<file path="src/rtl/note_player.sv">
// Note sequencer for the music-box tone generator: one playing note plus one queued note.
// Optional NOTE_PLAYER_TEMPO_EN adds tempo_sel_i to scale the beat length per note.
module note_player #(
  parameter int BEAT_CYCLES = 6250000,
  parameter int GAP_CYCLES  = 250000,
  parameter int DIV_W       = 15
) (
  input  logic             clk,
  input  logic             rst_n,
  input  logic             note_valid_i,
  input  logic [3:0]       note_pitch_i,
  input  logic [2:0]       note_len_i,
`ifdef NOTE_PLAYER_TEMPO_EN
  input  logic [1:0]       tempo_sel_i,
`endif
  output logic             note_ready_o,
  output logic [DIV_W-1:0] half_period_o,
  output logic             tone_en_o,
  output logic             busy_o,
  output logic             note_done_o
);

`ifdef NOTE_PLAYER_TEMPO_EN
  localparam int BEAT_MAX  = BEAT_CYCLES * 2;
`else
  localparam int BEAT_MAX  = BEAT_CYCLES;
`endif
  localparam int HALF_BEAT = (BEAT_CYCLES / 2 > 0) ? BEAT_CYCLES / 2 : 1;
  localparam int CYC_W     = $clog2(BEAT_MAX + 1);
  localparam int GAP_W     = $clog2(GAP_CYCLES + 1);

  typedef enum logic [1:0] {IDLE, PLAY, GAP} state_t;

  state_t             state_q, state_d;
  logic [DIV_W-1:0]   hp_q, hp_d;
  logic               tone_q, tone_d;
  logic [CYC_W-1:0]   cyc_q, cyc_d, term_q, term_d, ld_term;
  logic [2:0]         beat_q, beat_d, len_q, len_d;
  logic [GAP_W-1:0]   gap_q, gap_d;
  logic               bufv_q, bufv_d;
  logic [3:0]         bufp_q, bufp_d, ld_pitch;
  logic [2:0]         bufl_q, bufl_d, ld_len;
  logic               xfer, gap_end, load;

  function automatic logic [DIV_W-1:0] pitch_div(input logic [3:0] p);
    case (p)
      4'd1:    pitch_div = DIV_W'(23889);
      4'd2:    pitch_div = DIV_W'(22548);
      4'd3:    pitch_div = DIV_W'(21282);
      4'd4:    pitch_div = DIV_W'(20088);
      4'd5:    pitch_div = DIV_W'(18960);
      4'd6:    pitch_div = DIV_W'(17896);
      4'd7:    pitch_div = DIV_W'(16892);
      4'd8:    pitch_div = DIV_W'(15944);
      4'd9:    pitch_div = DIV_W'(15049);
      4'd10:   pitch_div = DIV_W'(14204);
      4'd11:   pitch_div = DIV_W'(13407);
      4'd12:   pitch_div = DIV_W'(12654);
      default: pitch_div = '0;
    endcase
  endfunction

  // Per-note terminal value of the cycle counter (beat length minus one).
`ifdef NOTE_PLAYER_TEMPO_EN
  always_comb begin
    case (tempo_sel_i)
      2'b01:   ld_term = CYC_W'(HALF_BEAT - 1);
      2'b10:   ld_term = CYC_W'(BEAT_CYCLES * 2 - 1);
      default: ld_term = CYC_W'(BEAT_CYCLES - 1);
    endcase
  end
`else
  assign ld_term = CYC_W'(BEAT_CYCLES - 1);
`endif

  assign xfer    = note_valid_i && !bufv_q;
  assign gap_end = (gap_q == GAP_W'(GAP_CYCLES - 1));

  always_comb begin
    state_d  = state_q;
    hp_d     = hp_q;
    tone_d   = tone_q;
    cyc_d    = cyc_q;
    beat_d   = beat_q;
    gap_d    = gap_q;
    len_d    = len_q;
    term_d   = term_q;
    bufv_d   = bufv_q;
    bufp_d   = bufp_q;
    bufl_d   = bufl_q;
    load     = 1'b0;
    ld_pitch = note_pitch_i;
    ld_len   = note_len_i;
    case (state_q)
      IDLE: load = xfer;
      PLAY: begin
        if (xfer) begin
          bufv_d = 1'b1;
          bufp_d = note_pitch_i;
          bufl_d = note_len_i;
        end
        if (cyc_q == term_q) begin
          cyc_d = '0;
          if (beat_q == len_q) begin
            state_d = GAP;
            tone_d  = 1'b0;
            beat_d  = '0;
            gap_d   = '0;
          end else begin
            beat_d = beat_q + 3'd1;
          end
        end else begin
          cyc_d = cyc_q + CYC_W'(1);
        end
      end
      GAP: begin
        if (gap_end) begin
          // A queued note wins; otherwise a note offered now bypasses the buffer.
          if (bufv_q) begin
            load     = 1'b1;
            ld_pitch = bufp_q;
            ld_len   = bufl_q;
            bufv_d   = 1'b0;
          end else if (xfer) begin
            load = 1'b1;
          end else begin
            state_d = IDLE;
            hp_d    = '0;
            gap_d   = '0;
          end
        end else begin
          gap_d = gap_q + GAP_W'(1);
          if (xfer) begin
            bufv_d = 1'b1;
            bufp_d = note_pitch_i;
            bufl_d = note_len_i;
          end
        end
      end
      default: state_d = IDLE;
    endcase
    if (load) begin
      state_d = PLAY;
      hp_d    = pitch_div(ld_pitch);
      tone_d  = (ld_pitch != 4'd0) && (ld_pitch <= 4'd12);
      len_d   = ld_len;
      term_d  = ld_term;
      cyc_d   = '0;
      beat_d  = '0;
      gap_d   = '0;
    end
  end

  always_ff @(posedge clk or negedge rst_n) begin
    if (!rst_n) begin
      state_q <= IDLE;
      hp_q    <= '0;
      tone_q  <= 1'b0;
      cyc_q   <= '0;
      beat_q  <= '0;
      gap_q   <= '0;
      len_q   <= '0;
      term_q  <= '0;
      bufv_q  <= 1'b0;
      bufp_q  <= '0;
      bufl_q  <= '0;
    end else begin
      state_q <= state_d;
      hp_q    <= hp_d;
      tone_q  <= tone_d;
      cyc_q   <= cyc_d;
      beat_q  <= beat_d;
      gap_q   <= gap_d;
      len_q   <= len_d;
      term_q  <= term_d;
      bufv_q  <= bufv_d;
      bufp_q  <= bufp_d;
      bufl_q  <= bufl_d;
    end
  end

  assign note_ready_o  = !bufv_q;
  assign half_period_o = hp_q;
  assign tone_en_o     = tone_q;
  assign busy_o        = (state_q != IDLE);
  assign note_done_o   = (state_q == GAP) && gap_end;

endmodule
</file>
<file path="config.mk">
export PLATFORM = sky130hd
export DESIGN_NAME = note_player
export DESIGN_NICKNAME = d
export VERILOG_FILES = /design/src/rtl/note_player.sv
export SDC_FILE = /design/constraint.sdc
export NUM_CORES = 1
export LEC_CHECK = 0
export ABC_AREA = 1
export CORE_UTILIZATION = 50
export DETAILED_ROUTE_END_ITERATION = 10
export HOLD_SLACK_MARGIN = 0.15
export PLACE_DENSITY = 0.72
export SKIP_LAST_GASP = 1
export SLEW_MARGIN = 40
export SYNTH_ARGS = -nofsm -noshare
export SYNTH_HDL_FRONTEND = slang
export SYNTH_SLANG_ARGS = --single-unit
</file>
<file path="constraint.sdc">
create_clock -name clk -period 2.15 [get_ports clk]
set_clock_uncertainty 0.15 [all_clocks]
set_input_delay 0.43 -clock clk [delete_from_list [all_inputs] [get_ports clk]]
set_output_delay 0.43 -clock clk [all_outputs]
set_load 0.02 [all_outputs]
</file>
==> results of run 1 <==
[Yosys cell counts, types with 3 or more instances]
cell type / n / share of area (%)
nand3_1: 62 / 6.4
o22ai_1: 6 / 0.77
inv_2: 9 / 0.70
clkbuf_1: 3 / 0.23
xor2_1: 29 / 5.2
nand2_1: 145 / 11
buf_6: 6 / 1.4
nand3_4: 3 / 1.1
nor2_1: 55 / 4.3
o21ai_0: 21 / 2.2
o21ai_1: 10 / 1.0
buf_2: 5 / 0.52
dfrtp_1: 74 / 38
nand2_4: 4 / 0.93
o22ai_2: 10 / 2.6
nor2_2: 4 / 0.52
ha_1: 12 / 3.1
o211ai_1: 3 / 0.46
o21ai_2: 20 / 3.6
a21oi_1: 4 / 0.41
nand4_1: 27 / 3.5
nor3_1: 12 / 1.2
xnor2_1: 3 / 0.54
inv_1: 60 / 4.6
[cell type report]
| type | count | area, um2 |
|---|---|---|
| Tap cell | 129 | 161 |
| Fill cell | 662 | 2470 |
| Timing Repair Buffer | 133 | 1240 |
| Timing Repair inverter | 2 | 20.0 |
| Sequential cell | 74 | 1850 |
| Inverter | 72 | 308 |
| Clock buffer | 9 | 124 |
| Multi-Input combinational cell | 452 | 3090 |
| Clock inverter | 7 | 53.8 |
[sequential cells by signal, indices dropped and copies added, names as in the netlist]
signal / cells
bufl_q: 3
term_q: 1
tone_en_o: 1
bufv_q: 1
half_period_o: 15
beat_q: 3
len_q: 3
gap_q: 18
state_q: 2
cyc_q: 23
bufp_q: 4
[timing repair]
action                                  CTS  global route
pin swaps                                 8            35
resized for setup                        47           103
setup buffers                             3            13
hold endpoints to repair                 39             0
hold buffers                              1             0
cloned                                    1             6
endpoints found under the setup margin   28            66
[through the flow]
step	power, mW	hold slack [ps]	worst slack [ps]
detailed placement	1.55	314	-136
CTS	2.55	347	-4.69
finish	2.57	341	-78.1
global route	2.66	360	-199
floorplan	1.47	-15.6	0.0830
global placement	1.55	306	-105
[worst min-delay path, stage by stage, from the launching register on]
cell and delay [ps]:
dfrtp_1 350, nand2_1 50, o21ai_0 60
[worst paths after layout]
kind	startpoint	endpoint	slack (ps)	depth (start not counted)
max in group asynchronous	rst_n	gap_q[1]$_DFFE_PN0P_	830	3
max reg2reg	gap_q[13]$_DFFE_PN0P_	half_period_o[5]$_DFFE_PN0P_	-80	11
min reg2reg	bufl_q[1]$_DFFE_PN0P_	bufl_q[1]$_DFFE_PN0P_	340	2
min in group asynchronous	rst_n	cyc_q[21]$_DFFE_PN0P_	470	2
min	bufl_q[1]$_DFFE_PN0P_	bufl_q[1]$_DFFE_PN0P_	340	2
max	gap_q[13]$_DFFE_PN0P_	half_period_o[5]$_DFFE_PN0P_	-80	11
[metal layers]
metal | wire length (um) | vias to the layer above
met5 | 0 | -
met3 | 829 | 37
met1 | 6070 | 2401
met4 | 347 | 0
met2 | 7550 | 219
li1 | - | 2298
[where the power goes]
group	switching, mW	leakage, nW	internal, mW
Combinational	0.106	2.16	0.0722
Clock	0.573	0.0822	0.427
Sequential	0	0.919	1.39
[kinds of logic after synthesis]
logic type / after synthesis
buffers and inverters: 89
AND/OR/NAND/NOR: 326
adder cells (fa/ha/maj): 12
flip-flops: 74
AO/OA/AOI/OAI: 81
XOR/XNOR: 32
==> results.toml, run 1 <==
[grt]
antenna_found_initial = 0
use_met3_pct = 4.58
grt_pass1_vias = 4485
grt_first_pass_wirelength_um = 20900
grt-ovfl-total = 0
grt-busiest-layer = "met2"
met1_usage_pct = 36.4
grt_max_degree = 42
grt.total_usage_pct = 26.4
gr-usage-met2_pct = 41.5

[floorplan]
die-area_um2 = 10100
die_h_um = 100
coreArea_um2 = 9330
die_x_um = 100
rows = 35
initial_core_util_pct = 52.0
pin_count = 29

[critical_path]
critical_path.n_buffers_inverters = 3
worstPathMaxFanout = 6
end_kind = "flop"
cp_slowest_cell = "dfrtp_1"
required_ps = 2250
crit_arrival_ps = 2330
worst-setup-path-type = "flop to flop"
crit_chain = "buf_6 -> nor2_4 -> nand2_2 -> nor2_4 -> nand4_4 -> buf_6 -> o21ai_4 -> buf_4 -> nand3_1 -> nand3_2 -> nand2_1"
worst_setup_path_start_kind = "flop"
cpPeakStageDelay_ps = 400
crit_family = "simple AND/OR/NAND/NOR gates"

[cells_and_area]
stdcell_area_um2 = 6850
post-route-util_pct = 73.5
layout_common_cells = "120 x nand2_1, 84 x buf_4, 74 x dfrtp_1"
antennaDiodeCount = 0
syn2layout_area_growth_pct = 41.3
stdcell_count = 878
layout_commonest_cell = "nand2_1"
layout-drive-gt1-share_pct = 35.4
nets = 766

[placed_design]
gp_congestion = 0.943
io_buffers = 28
place_inst = 839
dpl_cell_area_um2 = 5870
place_hpwl_um = 8880

[cts]
cts.sinks = 74
cts_tree = "built"
htree_num_levels = 3
cts-buffers-inserted = 9
path_clk_slew_ps = 90
root_buffer = "clkbuf_8"
clockBufferDepth = 2
clkLatencyLatePin_ps = 350

[power]
peakVddDrop_mv = 0.242
power_density_nw_per_um2 = 375
leakage_nw = 3.16

[sta]
worst_slew_pin_slew_ps = 565
finalHoldViolations = 0
rsz0062_at_grt = "yes"
drv_slew = 0
timing.final.ws_setup_ps = -78.1
setup_violations = 34
period_needed_ps = 2230
min_period_over_period_pct = 104
max_freq_ghz = 0.449
setup_tns_ps = -1150
slew_headroom_pct = 62.4

[drt]
post-route-drc-count = 0
wl_per_cell_um = 16.8
dr.pass1.iters = 6
drt_iter0_markers = 441
vias = 4955
wirelength_um = 14800
detail_route.vias_per_cell = 5.64
antenna_left = 0

[synth]
yosys_warnings = 0
yosysSeqAreaShare_pct = 38.2
synth_xor_area_share_pct = 5.78
synth_top_family_by_area = "simple AND/OR/NAND/NOR gates"
synth_ff_type = "dfrtp_1"
synthMuxAreaShare_pct = 0
netlist_instances = 614
synth_adder_area_share_pct = 3.10
synthArstFlopShare_pct = 100
synth_cell_types = 46
synth_edf_count = 0
yosys_register_bits = 74
syn_avg_cell_area_um2 = 7.90
syn_nets = 636
synthSimpleGateAreaFrac_pct = 32.0
syn_area_um2 = 4850
synth_compound_area_share_pct = 12.3

[run_status]
violations = "setup timing"
status = "finished, violations left"

[job]
drv_cap = 0

[hold_path]
hold_class = "flop to flop"
No activity file was read; power rests on OpenSTA's default activity.
==> run 2: changes to the inputs <==
Settings changed: ABC_CLOCK_PERIOD_IN_PS set to 2150, CAP_MARGIN set to 20.
==> results of run 2 <==
Final layout, timing and power as in run 1 (identical DEF).
==> run 3: changes to the inputs <==
Settings changed: CAP_MARGIN 20 to 40.
==> results of run 3 <==
Final layout, timing and power as in run 1 (identical DEF).
